<file path="src/rtl/histo_readout.sv">
// -----------------------------------------------------------------------------
// histo_readout
//
// Reader side of the trigger board's monitoring-histogram interface. A start
// request walks histostosend through bin indices 0..NBINS-1. For each index the
// block waits for the histosout path to settle, then snapshots the 256-bit
// record into a shadow register. It streams the record as 33 bytes: the index
// byte, then words 0..7 LSB-first. A header byte opens the frame. resethist is
// optionally pulsed after the last record.
//
// Ports
//   clk          in   1    system clock, rising edge
//   nrst         in   1    asynchronous active-low reset
//   start        in   1    1-cycle readout request, ignored while busy
//   clear_after  in   1    sampled with start: pulse resethist after the frame
//   histostosend out  8    bin index presented to the histogram block
//   histosin     in   256  histosout flattened, word w = bits [32w+31:32w]
//   tx_data      out  8    byte to serializer
//   tx_valid     out  1    tx_data valid
//   tx_ready     in   1    serializer accepts when tx_valid && tx_ready
//   resethist    out  1    1-cycle histogram clear request
//   busy         out  1    frame in progress
//   done         out  1    1-cycle pulse at frame (and clear) completion
// -----------------------------------------------------------------------------
module histo_readout #(
    parameter int         NBINS  = 16,
    parameter int         SETTLE = 4,
    parameter logic [7:0] HDR    = 8'hA5
) (
    input  logic         clk,
    input  logic         nrst,
    input  logic         start,
    input  logic         clear_after,
    output logic [7:0]   histostosend,
    input  logic [255:0] histosin,
    output logic [7:0]   tx_data,
    output logic         tx_valid,
    input  logic         tx_ready,
    output logic         resethist,
    output logic         busy,
    output logic         done
);

    localparam int         CNT_W    = (SETTLE > 1) ? $clog2(SETTLE) : 1;
    localparam logic [7:0] LAST_IDX = 8'(NBINS - 1);
    localparam logic [5:0] LAST_BYTE = 6'd32;

    typedef enum logic [2:0] {
        S_IDLE,
        S_HDR,
        S_SETTLE,
        S_CAP,
        S_SEND,
        S_CLR,
        S_FIN
    } state_t;

    state_t             state_q, state_d;
    logic [7:0]         idx_q;
    logic [CNT_W-1:0]   cnt_q;
    logic [5:0]         bcnt_q;
    logic [255:0]       shadow_q;
    logic               clr_q;
    logic [4:0]         bsel;

    assign histostosend = idx_q;

    // Byte k (1..32) of a record is shadow byte k-1; only meaningful for bcnt_q>0.
    assign bsel = 5'(bcnt_q - 6'd1);

    // Next state and outputs; every output is decoded from registered state so
    // tx_data/tx_valid stay stable while the serializer stalls.
    always_comb begin
        state_d   = state_q;
        tx_data   = 8'h00;
        tx_valid  = 1'b0;
        resethist = 1'b0;
        done      = 1'b0;
        busy      = 1'b1;
        case (state_q)
            S_IDLE: begin
                busy = 1'b0;
                if (start) state_d = S_HDR;
            end
            S_HDR: begin
                tx_valid = 1'b1;
                tx_data  = HDR;
                if (tx_ready) state_d = S_SETTLE;
            end
            S_SETTLE: begin
                if (cnt_q == '0) state_d = S_CAP;
            end
            S_CAP: begin
                state_d = S_SEND;
            end
            S_SEND: begin
                tx_valid = 1'b1;
                tx_data  = (bcnt_q == 6'd0) ? idx_q : shadow_q[{bsel, 3'b000} +: 8];
                if (tx_ready && bcnt_q == LAST_BYTE) begin
                    if (idx_q == LAST_IDX) state_d = clr_q ? S_CLR : S_FIN;
                    else                   state_d = S_SETTLE;
                end
            end
            S_CLR: begin
                resethist = 1'b1;
                state_d   = S_FIN;
            end
            S_FIN: begin
                done    = 1'b1;
                busy    = 1'b0;
                state_d = S_IDLE;
            end
            default: begin
                busy    = 1'b0;
                state_d = S_IDLE;
            end
        endcase
    end

    always_ff @(posedge clk or negedge nrst) begin
        if (!nrst) begin
            state_q  <= S_IDLE;
            idx_q    <= 8'h00;
            cnt_q    <= '0;
            bcnt_q   <= 6'd0;
            shadow_q <= '0;
            clr_q    <= 1'b0;
        end else begin
            state_q <= state_d;
            case (state_q)
                S_IDLE: begin
                    if (start) begin
                        clr_q <= clear_after;
                        idx_q <= 8'h00;
                    end
                end
                S_HDR: begin
                    if (tx_ready) cnt_q <= CNT_W'(SETTLE - 1);
                end
                S_SETTLE: begin
                    if (cnt_q != '0) cnt_q <= cnt_q - 1'b1;
                end
                S_CAP: begin
                    // Snapshot decouples serializer stalls from histogram updates.
                    shadow_q <= histosin;
                    bcnt_q   <= 6'd0;
                end
                S_SEND: begin
                    if (tx_ready) begin
                        if (bcnt_q == LAST_BYTE) begin
                            bcnt_q <= 6'd0;
                            // Index stays at NBINS-1 after the last record.
                            if (idx_q != LAST_IDX) begin
                                idx_q <= idx_q + 8'd1;
                                cnt_q <= CNT_W'(SETTLE - 1);
                            end
                        end else begin
                            bcnt_q <= bcnt_q + 6'd1;
                        end
                    end
                end
                default: ;
            endcase
        end
    end

endmodule

</file>
<file path="config.mk">
export PLATFORM = sky130hd
export DESIGN_NAME = histo_readout
export DESIGN_NICKNAME = d
export VERILOG_FILES = /design/src/rtl/histo_readout.sv
export SDC_FILE = /design/constraint.sdc
export NUM_CORES = 1
export LEC_CHECK = 0
export ABC_CLOCK_PERIOD_IN_PS = 7200
export BUFFER_PORTS_ARGS = -buffer_cell sky130_fd_sc_hd__buf_2
export CAP_MARGIN = 20
export CORE_UTILIZATION = 59
export CTS_CLUSTER_SIZE = 28
export DETAILED_ROUTE_END_ITERATION = 16
export PLACE_DENSITY = 0.85
export RECOVER_POWER = 25
export SYNTH_ARGS = -nofsm -noshare
export SYNTH_HDL_FRONTEND = slang
export SYNTH_SLANG_ARGS = --single-unit
</file>
<file path="constraint.sdc">
create_clock -name clk -period 7.2 [get_ports clk]
set_input_delay 0.72 -clock clk [delete_from_list [all_inputs] [get_ports clk]]
set_output_delay 0.72 -clock clk [all_outputs]
set_load 0.02 [all_outputs]
</file>
==> results of run 1 <==
[worst paths after layout]
kind                            endpoint  slack [ps]  cells after the start
setup / recovery              tx_data[7]        2640                      8
hold / removal             shadow_q[137]         360                      3
setup reg to reg            shadow_q[60]        4200                      4
hold reg to reg            shadow_q[172]         470                      2
max in group asynchronous   shadow_q[25]        3900                      1
min in group asynchronous  shadow_q[131]        1260                      1
[cells by family after synthesis]
logic type	Yosys count	synth area share, %
simple gates	863	26.0
flops	276	52.6
buf+inv	96	3.25
mux	90	13.0
compound gates	80	4.13
xor+xnor	7	0.467
fa+ha+maj	5	0.477
[final cells by class]
class | count | area share, %
Clock buffer | 43 | 5.45
Multi-Input combinational cell | 1045 | 37.4
Sequential cell | 276 | 44.4
Timing Repair Buffer | 287 | 9.64
Clock inverter | 8 | 0.595
Inverter | 8 | 0.193
Tap cell | 280 | 2.25
[power groups by stage]
stage | Clock, mW | Sequential, mW | Combinational (mW)
floorplan | 0 | 2.56 | 2.45
global placement | 0 | 2.87 | 2.91
detailed placement | 0 | 2.88 | 3.04
CTS | 1.49 | 2.87 | 3.10
global route | 1.55 | 2.96 | 3.43
finish | 1.48 | 2.90 | 3.13
[registers in the layout, summed over array words and instances (netlist names)]
register,count
clr_q,1
bcnt_q,6
cnt_q,2
shadow_q,256
state_q,3
histostosend,8
[placed cells by master (no fill, tap or decap), types with 3 or more instances in the layout]
cell type                   instances
sky130_fd_sc_hd__a221o_1            4
sky130_fd_sc_hd__clkbuf_16         29
sky130_fd_sc_hd__nand2_1          787
sky130_fd_sc_hd__clkinv_2           5
sky130_fd_sc_hd__clkbuf_1           7
sky130_fd_sc_hd__o21ai_0           16
sky130_fd_sc_hd__nor2_1            18
sky130_fd_sc_hd__and3_1             3
sky130_fd_sc_hd__a21boi_0           4
sky130_fd_sc_hd__mux2i_1           21
sky130_fd_sc_hd__nor3_1             8
sky130_fd_sc_hd__a221oi_1           8
sky130_fd_sc_hd__dfrtp_1          275
sky130_fd_sc_hd__nand2b_1           6
sky130_fd_sc_hd__mux2_2             5
sky130_fd_sc_hd__a31oi_1            6
sky130_fd_sc_hd__clkbuf_8           7
sky130_fd_sc_hd__a21oi_1           22
sky130_fd_sc_hd__nand3_1            5
sky130_fd_sc_hd__buf_4              4
sky130_fd_sc_hd__buf_2            279
sky130_fd_sc_hd__mux4_2            64
sky130_fd_sc_hd__inv_1              8
sky130_fd_sc_hd__nand4_1            5
sky130_fd_sc_hd__or3_1              5
sky130_fd_sc_hd__nor2b_1           11
sky130_fd_sc_hd__xnor2_1            4
sky130_fd_sc_hd__o32ai_1            5
sky130_fd_sc_hd__ha_1               4
[layer usage]
metal | vias up | part of all wire (%) | GRT usage, %
met5 | - | 0 | 0
met4 | 0 | 4.8 | 15.8
met3 | 124 | 9.1 | 5.72
met2 | 641 | 47 | 53.1
met1 | 5469 | 39 | 45.7
li1 | 5077 | - | -
[through the flow]
stage	area [sq um]	total power, mW	utilization [%]	hold WS [ps]
2_1_floorplan	13100	5.01	-	424
3_3_place_gp	14600	5.78	66.9	455
3_5_place_dp	14600	5.92	66.9	459
4_1_cts	15500	7.46	71.2	345
5_1_grt	15600	7.94	71.3	365
6_report	15600	7.52	71.3	361
[worst register-to-register path, delay by kind of cell (launching register included)]
| family | cells | cell delay [ps] |
|---|---|---|
| and+or+nand+nor | 3 | 1330 |
| buffers and inverters | 1 | 800 |
| DFF | 1 | 790 |
==> run summary, run 1 <==
Via count of the first global-routing pass: 11,200
Setup repair after global routing missed its margin: no
CP arrival: 3840 ps
Largest fanout of any net on the critical path: 32
Buffers from clock root to sink, at most: 3
Growth of design area from synthesis to finish: 18.5%
Hold Crit Start: histosin[137]
Area of the die: 22,800 sq um
Synthesized instance count: 1,417
Residual antenna-violating net count after detailed routing: 0
Mapped Nets: 1,683
Cell internal pwr: 4.59 mW
Time the worst path needs with I/O delays and setup: 4560 ps
Max capacitance violation total: 1
Finish-stage setup viols: 0
Psw: 2.93 mW
Area of combinational cells with multiple inputs: 5820 sq um
Core Footprint: 21,800 sq um
Net total in the final layout: 1,912
Reported leakage power: 8.21 nW
DPL Wire Length: 25,600 um
Number of enable-type register cells in the synthesized netlist: 0
Count of input and output buffers: 280
Drt pass-1 iters: 5
Sequential element share of the synthesized area: 52.6%
Congestion Overflow GR: 0
Result of the run: finished with violations
WP buf/inv: 3
Residual DRC count: 0
Final total negative setup slack: 0 ps
Total clock buffers created by CTS: 28
Place WS: 3320 ps
Worst slew margin relative to its limit: -128%
Switching Fraction: 39.0%
Share of async-settable or async-resettable flops after synthesis: 100%
Post-cts gate resize count: 0
Number of buffers inserted to repair setup after CTS: 0
Nature of the critical path endpoint: output pin
Weighted congestion reported at the end of routability-driven placement: 0.948
Share of the synthesized area in the top cell type: 52.6%
Instance count after placement with tap cells included: 1,895
Ant diodes: 0
Maximum number of pins on one net before global-route repair: 258
Top FF cell, synth: sky130_fd_sc_hd__dfrtp_1
Slack of the critical path: 2640 ps
Sequential cell area: 6910 sq um
Family with the most delay on the worst path: compound AO/OA/AOI/OAI gates
Kind of start point of the critical path: flop
Worst Skew: 11.2 ps
Power per cell area: 483 nW/um^2
Number of standard cells in the final layout excluding fillers: 1,947
Ordered list of cells on the worst path: inv_1 > ha_1 > xor2_4 > buf_4 > a221oi_1 > a221o_1 > o32ai_1 > buf_2
Final number of hold-violating endpoints: 0
Share of power burned in the clock network: 19.7%
Share of final-layout standard cells stronger than drive strength 1: 24.7%
Iter 0 DRT Violations: 1,231
Sinks on Clock Net: 276
Number of different library cells in the post-synthesis netlist: 54
Total global-route track usage: 33.6%
Skew-Pair Late Insertion Delay: 550 ps
I/O pin count: 281
Wire length of the first global-routing pass: 57,900 um
DR vias/cell: 5.81
Maximum level of the CTS H-tree: 1
Floorplan row count: 54
Slowest cell on the critical path: sky130_fd_sc_hd__dfrtp_4
Violated checks: max-capacitance violations, max-slew violations
Total standard cell area after synthesis: 13,100 sq um
Die Y: 151 um
Die width: 151 um
Type of the worst setup path: flop to output pin
Starting utilization of the core area: 60.1%
Worst slew pin tran: 3430 ps
Launching instance or port of the critical path: bcnt_q[0]
Launch instance of the worst register-to-register path: state_q[1]
Power share of the combinational group: 41.6%
Data required time at the worst endpoint: 6480 ps
Min-Delay Path Class: primary input to flop
Cell taking the most area after synthesis: sky130_fd_sc_hd__dfrtp_1
DR vias: 11,300
Routed wire length: 37,200 um
Leading cell type by number of instances after synthesis: sky130_fd_sc_hd__nand2_1
Reg power frac: 38.6%
Synth warn: 0
Clock root buffer master: sky130_fd_sc_hd__clkbuf_16
Initial antenna violation count: 0
Max frequency: 0.219 GHz
Mapped Avg Cell Area: 9.26 sq um
# hold bufs at CTS: 0
Tcrit/Tclk final: 63.3%
Max-slew violations: 140
CTS tree: yes
VDD IR-drop max: 0.000340 V
Leading post-synthesis cells by instance count: sky130_fd_sc_hd__nand2_1 (787), sky130_fd_sc_hd__dfrtp_1 (276), sky130_fd_sc_hd__mux4_2 (64)
Register clock-pin slew on the reported worst setup and hold paths: 70 ps
Biggest area contributors in the synthesized netlist: sky130_fd_sc_hd__dfrtp_1 (53%), sky130_fd_sc_hd__nand2_1 (23%), sky130_fd_sc_hd__mux4_2 (11%)
Register bit count reported by yosys: 276
Filler cells: 1,545
Maximum cell stage delay along the critical path: 580 ps
Avg WL per Cell: 19.1 um
(Power assumes the default switching activity.)
==> run 2, diff against run 1 <==
Settings changed: ABC_CLOCK_PERIOD_IN_PS 7200 to 4200, CORE_UTILIZATION 59 to 55, PLACE_DENSITY 0.85 to 0.8.
Clock period 7.2 ns to 4.2 ns, I/O delays scaled along.
==> run summary, run 2 (same netlist as run 1, synthesis figures left out) <==
CTS tree: yes (unchanged)
Final total power: 12.9 mW (was 7.52 mW)
Max frequency: 0.257 GHz
Data required time at the worst endpoint: 3780 ps (was 6480 ps)
Register clock-pin slew on the reported worst setup and hold paths: 60 ps (was 70 ps)
Nature of the critical path endpoint: output pin (unchanged)
Floorplan row count: 56 (was 54)
VDD IR-drop max: 0.000403 V (was 0.000340 V)
Worst Skew: 7.50 ps (was 11.2 ps)
Maximum level of the CTS H-tree: 1 (unchanged)
Tcrit/Tclk final: 92.6%
Result of the run: finished with violations (unchanged)
Place WS: 651 ps (was 3320 ps)
Worst slew margin relative to its limit: -87.8% (was -128%)
Die width: 156 um (was 151 um)
Type of the worst setup path: flop to output pin (unchanged)
Slack of the critical path: 311 ps (was 2640 ps)
Iter 0 DRT Violations: 1,031 (was 1,231)
Congestion Overflow GR: 0 (unchanged)
Starting utilization of the core area: 56.1% (was 60.1%)
WP buf/inv: 3 (unchanged)
Maximum cell stage delay along the critical path: 640 ps (was 580 ps)
Final number of hold-violating endpoints: 0 (unchanged)
Sinks on Clock Net: 276 (unchanged)
Endpoint of the lowest-slack register-to-register path: histostosend[7] (was shadow_q[60])
Setup repair after global routing missed its margin: no (unchanged)
Total global-route track usage: 29.4% (was 33.6%)
Depth of the most critical reg-to-reg path: 7 (was 4)
Via count of the first global-routing pass: 10,500 (was 11,200)
Largest fanout of any net on the critical path: 26 (was 32)
Most frequent standard cell in the layout excluding fill and tap cells: sky130_fd_sc_hd__nand2_1 (unchanged)
Total clock buffers created by CTS: 29 (was 28)
Buffers from clock root to sink, at most: 3 (unchanged)
Family with the most delay on the worst path: buffers and inverters (was compound AO/OA/AOI/OAI gates)
Share of final-layout standard cells stronger than drive strength 1: 25.0% (was 24.7%)
Residual antenna-violating net count after detailed routing: 0 (unchanged)
Leading cell types in the layout, fill and taps excluded: sky130_fd_sc_hd__nand2_1 (787), sky130_fd_sc_hd__buf_2 (279), sky130_fd_sc_hd__dfrtp_1 (275), sky130_fd_sc_hd__mux4_2 (64), sky130_fd_sc_hd__clkbuf_16 (29) (unchanged)
Net total in the final layout: 1,920 (was 1,912)
Maximum number of pins on one net before global-route repair: 169 (was 258)
Weighted congestion reported at the end of routability-driven placement: 0.927 (was 0.948)
Max capacitance violation total: 1 (unchanged)
Min-Delay Path Class: primary input to flop (unchanged)
Ant diodes: 0 (unchanged)
Area of the die: 24,500 sq um (was 22,800 sq um)
Flip-flop count of the largest register, all copies and words added: 256 (unchanged)
Hold Crit Start: histosin[192] (was histosin[137])
Finish-stage setup viols: 0 (unchanged)
Time the worst path needs with I/O delays and setup: 3890 ps
Avg WL per Cell: 17.6 um (was 19.1 um)
Kind of start point of the critical path: flop (unchanged)
Count of input and output buffers: 280 (unchanged)
Skew-Pair Late Insertion Delay: 560 ps (was 550 ps)
Clock root buffer master: sky130_fd_sc_hd__clkbuf_16 (unchanged)
Power per cell area: 819 nW/um^2 (was 483 nW/um^2)
Wire length of the first global-routing pass: 54,800 um (was 57,900 um)
Hold Crit Depth: 3 (unchanged)
Final design utilization: 67.1% (was 71.3%)
DR vias/cell: 5.46 (was 5.81)
I/O pin count: 281 (unchanged)
DR vias: 10,900 (was 11,300)
DPL Wire Length: 25,200 um (was 25,600 um)
Filler cells: 1,858 (was 1,545)
Final total negative setup slack: 0 ps (unchanged)
Routed wire length: 35,100 um (was 37,200 um)
Drt pass-1 iters: 5 (unchanged)
Core Footprint: 23,400 sq um (was 21,800 sq um)
Slowest cell on the critical path: sky130_fd_sc_hd__dfrtp_4 (unchanged)
Die Y: 156 um (was 151 um)
Residual DRC count: 0 (unchanged)
Reported leakage power: 8.26 nW (was 8.21 nW)
Terminating pin of the worst hold path: shadow_q[192] (was shadow_q[137])
Growth of design area from synthesis to finish: 19.7% (was 18.5%)
Launch instance of the worst register-to-register path: bcnt_q[0] (was state_q[1])
Worst slew pin tran: 2820 ps (was 3430 ps)
Initial antenna violation count: 0 (unchanged)
Final worst hold slack: 46.1 ps (was 361 ps)
CP arrival: 3470 ps (was 3840 ps)
Ordered list of cells on the worst path: inv_1 > ha_4 > buf_4 > mux4_2 > mux2i_1 > nor2_1 > nor3_1 > a31oi_1 > buf_2 (was inv_1 > ha_1 > xor2_4 > buf_4 > a221oi_1 > a221o_1 > o32ai_1 > buf_2)
Slack of the worst reg-to-reg path: 1600 ps (was 4200 ps)
Top register by number of flip-flops: shadow_q (unchanged)
Violated checks: max-capacitance violations, max-slew violations (unchanged)
Max-slew violations: 111 (was 140)
==> run 2: repair_timing <==
action	4_1_cts	5_1_grt
setup endpoints to repair	0	8
hold buffers	1	0
buffers inserted	0	1
endpoints found under the hold margin	70	0
gates resized for setup	0	0
==> run 2: per-stage QoR <==
stage	instances	area, sq um
after floorplan	1417	13100
after global placement	1940	14700
after detailed placement	1940	14700
after CTS	1993	15700
after global routing	1994	15700
final	1994	15700
==> run 2: metal layers <==
| layer | global-route usage [%] | share of wire, % | vias up |
|---|---|---|---|
| li1 | - | - | 5097 |
| met1 | 42.1 | 42 | 5233 |
| met2 | 45.9 | 47 | 481 |
| met3 | 4.40 | 7.6 | 82 |
| met4 | 11.1 | 3.6 | 0 |
| met5 | 0 | 0 | - |
==> run 2: worst min-delay path: cells and delay by family <==
family	cells	cell delay, ps
buf+inv	1	70
simple gates	2	80
==> run 2: power by group <==
group / internal (mW) / switching [mW]
clock: 1.53 / 1.07
sequential: 3.92 / 0.991
combinational: 2.48 / 2.87
total: 7.93 / 4.93
==> run 2: worst max-delay path by stage <==
stage | from | to | slack, ps | cells past startpoint
3_5_place_dp | bcnt_q[0] | tx_data[6] | 650 | 9
4_1_cts | bcnt_q[0] | tx_data[6] | 70 | 9
2_1_floorplan | bcnt_q[0] | tx_data[2] | 860 | 11
3_3_place_gp | bcnt_q[0] | tx_data[2] | 810 | 8
5_1_grt | bcnt_q[0] | tx_data[5] | 130 | 8
6_report | bcnt_q[0] | tx_data[6] | 310 | 9
==> run 2: cell type report <==
type / count / area [sq um] / share of cell area, %
clock buffers: 40 / 807 / 5.14
inverters: 8 / 30.0 / 0.191
multi-input cells: 1045 / 5820 / 37.1
repair buffers: 294 / 1580 / 10.1
flip-flops and latches: 276 / 6910 / 44.0
well taps: 319 / 399 / 2.54
clock inverters: 12 / 159 / 1.01
==> run 3, diff against run 2 <==
Settings changed: ABC_CLOCK_PERIOD_IN_PS 4200 to 4230, CORE_MARGIN from default to 2, SLEW_MARGIN from default to 10.
Clock period 4.2 ns to 4.23 ns, I/O delays scaled along.
==> run summary, run 3 (same netlist as run 1, synthesis figures left out) <==
Reported leakage power: 8.19 nW (was 8.26 nW)
Result of the run: finished with violations (unchanged)
Congestion Overflow GR: 0 (unchanged)
DR vias/cell: 5.54 (was 5.46)
Share of final-layout standard cells stronger than drive strength 1: 24.6% (was 25.0%)
CP arrival: 3570 ps (was 3470 ps)
Flip-flop count of the largest register, all copies and words added: 256 (unchanged)
Final design utilization: 66.4% (was 67.1%)
Ordered list of cells on the worst path: inv_1 > ha_4 > buf_12 > mux4_2 > mux2i_1 > nor2_1 > nor3_1 > a31oi_1 > buf_2 (was inv_1 > ha_4 > buf_4 > mux4_2 > mux2i_1 > nor2_1 > nor3_1 > a31oi_1 > buf_2)
Core Footprint: 23,500 sq um (was 23,400 sq um)
Drt pass-1 iters: 5 (unchanged)
VDD IR-drop max: 0.000556 V (was 0.000403 V)
Final number of hold-violating endpoints: 0 (unchanged)
Largest fanout of any net on the critical path: 31 (was 26)
Maximum number of pins on one net before global-route repair: 162 (was 169)
Ant diodes: 0 (unchanged)
Register clock-pin slew on the reported worst setup and hold paths: 70 ps (was 60 ps)
Time the worst path needs with I/O delays and setup: 4000 ps
Most frequent standard cell in the layout excluding fill and tap cells: sky130_fd_sc_hd__nand2_1 (unchanged)
Post-cts gate resize count: 0 (unchanged)
Worst Skew: 12.8 ps (was 7.50 ps)
Total clock buffers created by CTS: 27 (was 29)
Net total in the final layout: 1,917 (was 1,920)
Launch instance of the worst register-to-register path: bcnt_q[1] (was bcnt_q[0])
Kind of start point of the critical path: flop (unchanged)
Nature of the critical path endpoint: output pin (unchanged)
Tcrit/Tclk final: 94.5%
Type of the worst setup path: flop to output pin (unchanged)
Count of input and output buffers: 280 (unchanged)
Initial antenna violation count: 0 (unchanged)
Finish-stage setup viols: 0 (unchanged)
WP buf/inv: 3 (unchanged)
Data required time at the worst endpoint: 3810 ps (was 3780 ps)
DPL Wire Length: 26,600 um (was 25,200 um)
Floorplan row count: 56 (unchanged)
Starting utilization of the core area: 55.9% (was 56.1%)
Terminating pin of the worst hold path: shadow_q[182] (was shadow_q[192])
DR vias: 11,000 (was 10,900)
Buffers from clock root to sink, at most: 3 (unchanged)
Iter 0 DRT Violations: 1,114 (was 1,031)
Maximum level of the CTS H-tree: 1 (unchanged)
Clock root buffer master: sky130_fd_sc_hd__clkbuf_16 (unchanged)
Slowest cell on the critical path: sky130_fd_sc_hd__ha_4 (was sky130_fd_sc_hd__dfrtp_4)
Final total negative setup slack: 0 ps (unchanged)
Family with the most delay on the worst path: buffers and inverters (unchanged)
Max-slew violations: 123 (was 111)
Max frequency: 0.250 GHz
Top register by number of flip-flops: shadow_q (unchanged)
Slack of the worst reg-to-reg path: 1790 ps (was 1600 ps)
Total global-route track usage: 30.1% (was 29.4%)
Power per cell area: 811 nW/um^2 (was 819 nW/um^2)
Growth of design area from synthesis to finish: 18.8% (was 19.7%)
Endpoint of the lowest-slack register-to-register path: histostosend[7] (unchanged)
Wire length of the first global-routing pass: 57,200 um (was 54,800 um)
Maximum cell stage delay along the critical path: 610 ps (was 640 ps)
Max capacitance violation total: 1 (unchanged)
Routed wire length: 37,300 um (was 35,100 um)
Residual antenna-violating net count after detailed routing: 0 (unchanged)
Worst slew margin relative to its limit: -111% (was -87.8%)
Setup repair after global routing missed its margin: no (unchanged)
Die width: 158 um (was 156 um)
Violated checks: max-capacitance violations, max-slew violations (unchanged)
Die Y: 158 um (was 156 um)
I/O pin count: 281 (unchanged)
Depth of the most critical reg-to-reg path: 7 (unchanged)
Area of the die: 25,100 sq um (was 24,500 sq um)
Hold Crit Depth: 3 (unchanged)
Avg WL per Cell: 18.8 um (was 17.6 um)
Hold Crit Start: histosin[182] (was histosin[192])
Skew-Pair Late Insertion Delay: 540 ps (was 560 ps)
Weighted congestion reported at the end of routability-driven placement: 0.887 (was 0.927)
Residual DRC count: 0 (unchanged)
Worst slew pin tran: 3170 ps (was 2820 ps)
Sinks on Clock Net: 276 (unchanged)
CTS tree: yes (unchanged)
Leading cell types in the layout, fill and taps excluded: sky130_fd_sc_hd__nand2_1 (787), sky130_fd_sc_hd__buf_2 (279), sky130_fd_sc_hd__dfrtp_1 (275), sky130_fd_sc_hd__mux4_2 (64), sky130_fd_sc_hd__clkbuf_16 (27) (was sky130_fd_sc_hd__nand2_1 (787), sky130_fd_sc_hd__buf_2 (279), sky130_fd_sc_hd__dfrtp_1 (275), sky130_fd_sc_hd__mux4_2 (64), sky130_fd_sc_hd__clkbuf_16 (29))
Min-Delay Path Class: primary input to flop (unchanged)
Via count of the first global-routing pass: 10,700 (was 10,500)
==> run 3: cell count changes in the layout (fill, tap and decap cells not counted), sizes merged <==
cell | before | now
buf | 291 | 292
bufinv | 3 | 0
clkbuf | 42 | 45
clkinv | 6 | 2
clkinvlp | 2 | 1
dlygate4sd3 | 1 | 0
inv | 9 | 8
==> run 3: timing repair <==
action,4_1_cts,5_1_grt
buffers inserted,0,1
endpoints found under the hold margin,0,0
setup endpoints to repair,0,2
hold buffers,0,0
==> run 3: worst max-delay path by stage <==
stage	startpoint	slack (ps)	cells after the start	endpoint
after floorplan	bcnt_q[0]	890	11	tx_data[2]
after global placement	bcnt_q[1]	820	8	tx_data[2]
after detailed placement	bcnt_q[1]	700	8	tx_data[0]
after CTS	bcnt_q[1]	110	8	tx_data[0]
after global routing	bcnt_q[1]	190	9	tx_data[4]
final	bcnt_q[1]	230	9	tx_data[4]
==> run 3: report_power, final <==
part	switching (mW)	leakage [nW]	total [mW]	internal, mW
registers	1.01	3.42	4.91	3.90
logic	2.94	4.37	5.42	2.48
clock network	0.994	0.409	2.30	1.31
total	4.95	8.19	12.6	7.69
==> run 3: worst register-to-register path, cell delays in order (launching register included) <==
cell	delay (ps)
sky130_fd_sc_hd__dfrtp_1	500
sky130_fd_sc_hd__inv_1	180
sky130_fd_sc_hd__ha_4	150
sky130_fd_sc_hd__nor4b_4	300
sky130_fd_sc_hd__nand4_1	190
sky130_fd_sc_hd__o21a_1	350
sky130_fd_sc_hd__or4_1	530
sky130_fd_sc_hd__a21oi_1	160
==> run 3: stage by stage <==
stage | hold slack, ps | cells | total power, mW | instance area, sq um | setup slack (ps)
3_3_place_gp | 457 | 1940 | 9.96 | 14700 | 820
2_1_floorplan | 127 | 1417 | 8.53 | 13100 | 888
5_1_grt | 69.6 | 1988 | 13.4 | 15600 | 189
4_1_cts | 22.7 | 1987 | 12.6 | 15600 | 113
6_report | 67.5 | 1988 | 12.6 | 15600 | 232
3_5_place_dp | 459 | 1940 | 10.2 | 14700 | 704
==> run 3: layer usage <==
layer	routed length, um	part of all wire, %	global-route usage [%]
met3	2750	7.4	5.01
met5	0	0	0
met4	1220	3.3	9.14
met1	15100	41	41.7
met2	18200	49	49.6
==> run 3: final cells by class <==
| cell class | count | area [sq um] |
|---|---|---|
| Fill cell | 1817 | 7890 |
| Sequential cell | 276 | 6910 |
| Multi-Input combinational cell | 1045 | 5820 |
| Timing Repair Buffer | 293 | 1590 |
| Clock buffer | 44 | 820 |
| Tap cell | 319 | 399 |
| Inverter | 8 | 30.0 |
| Clock inverter | 3 | 17.5 |
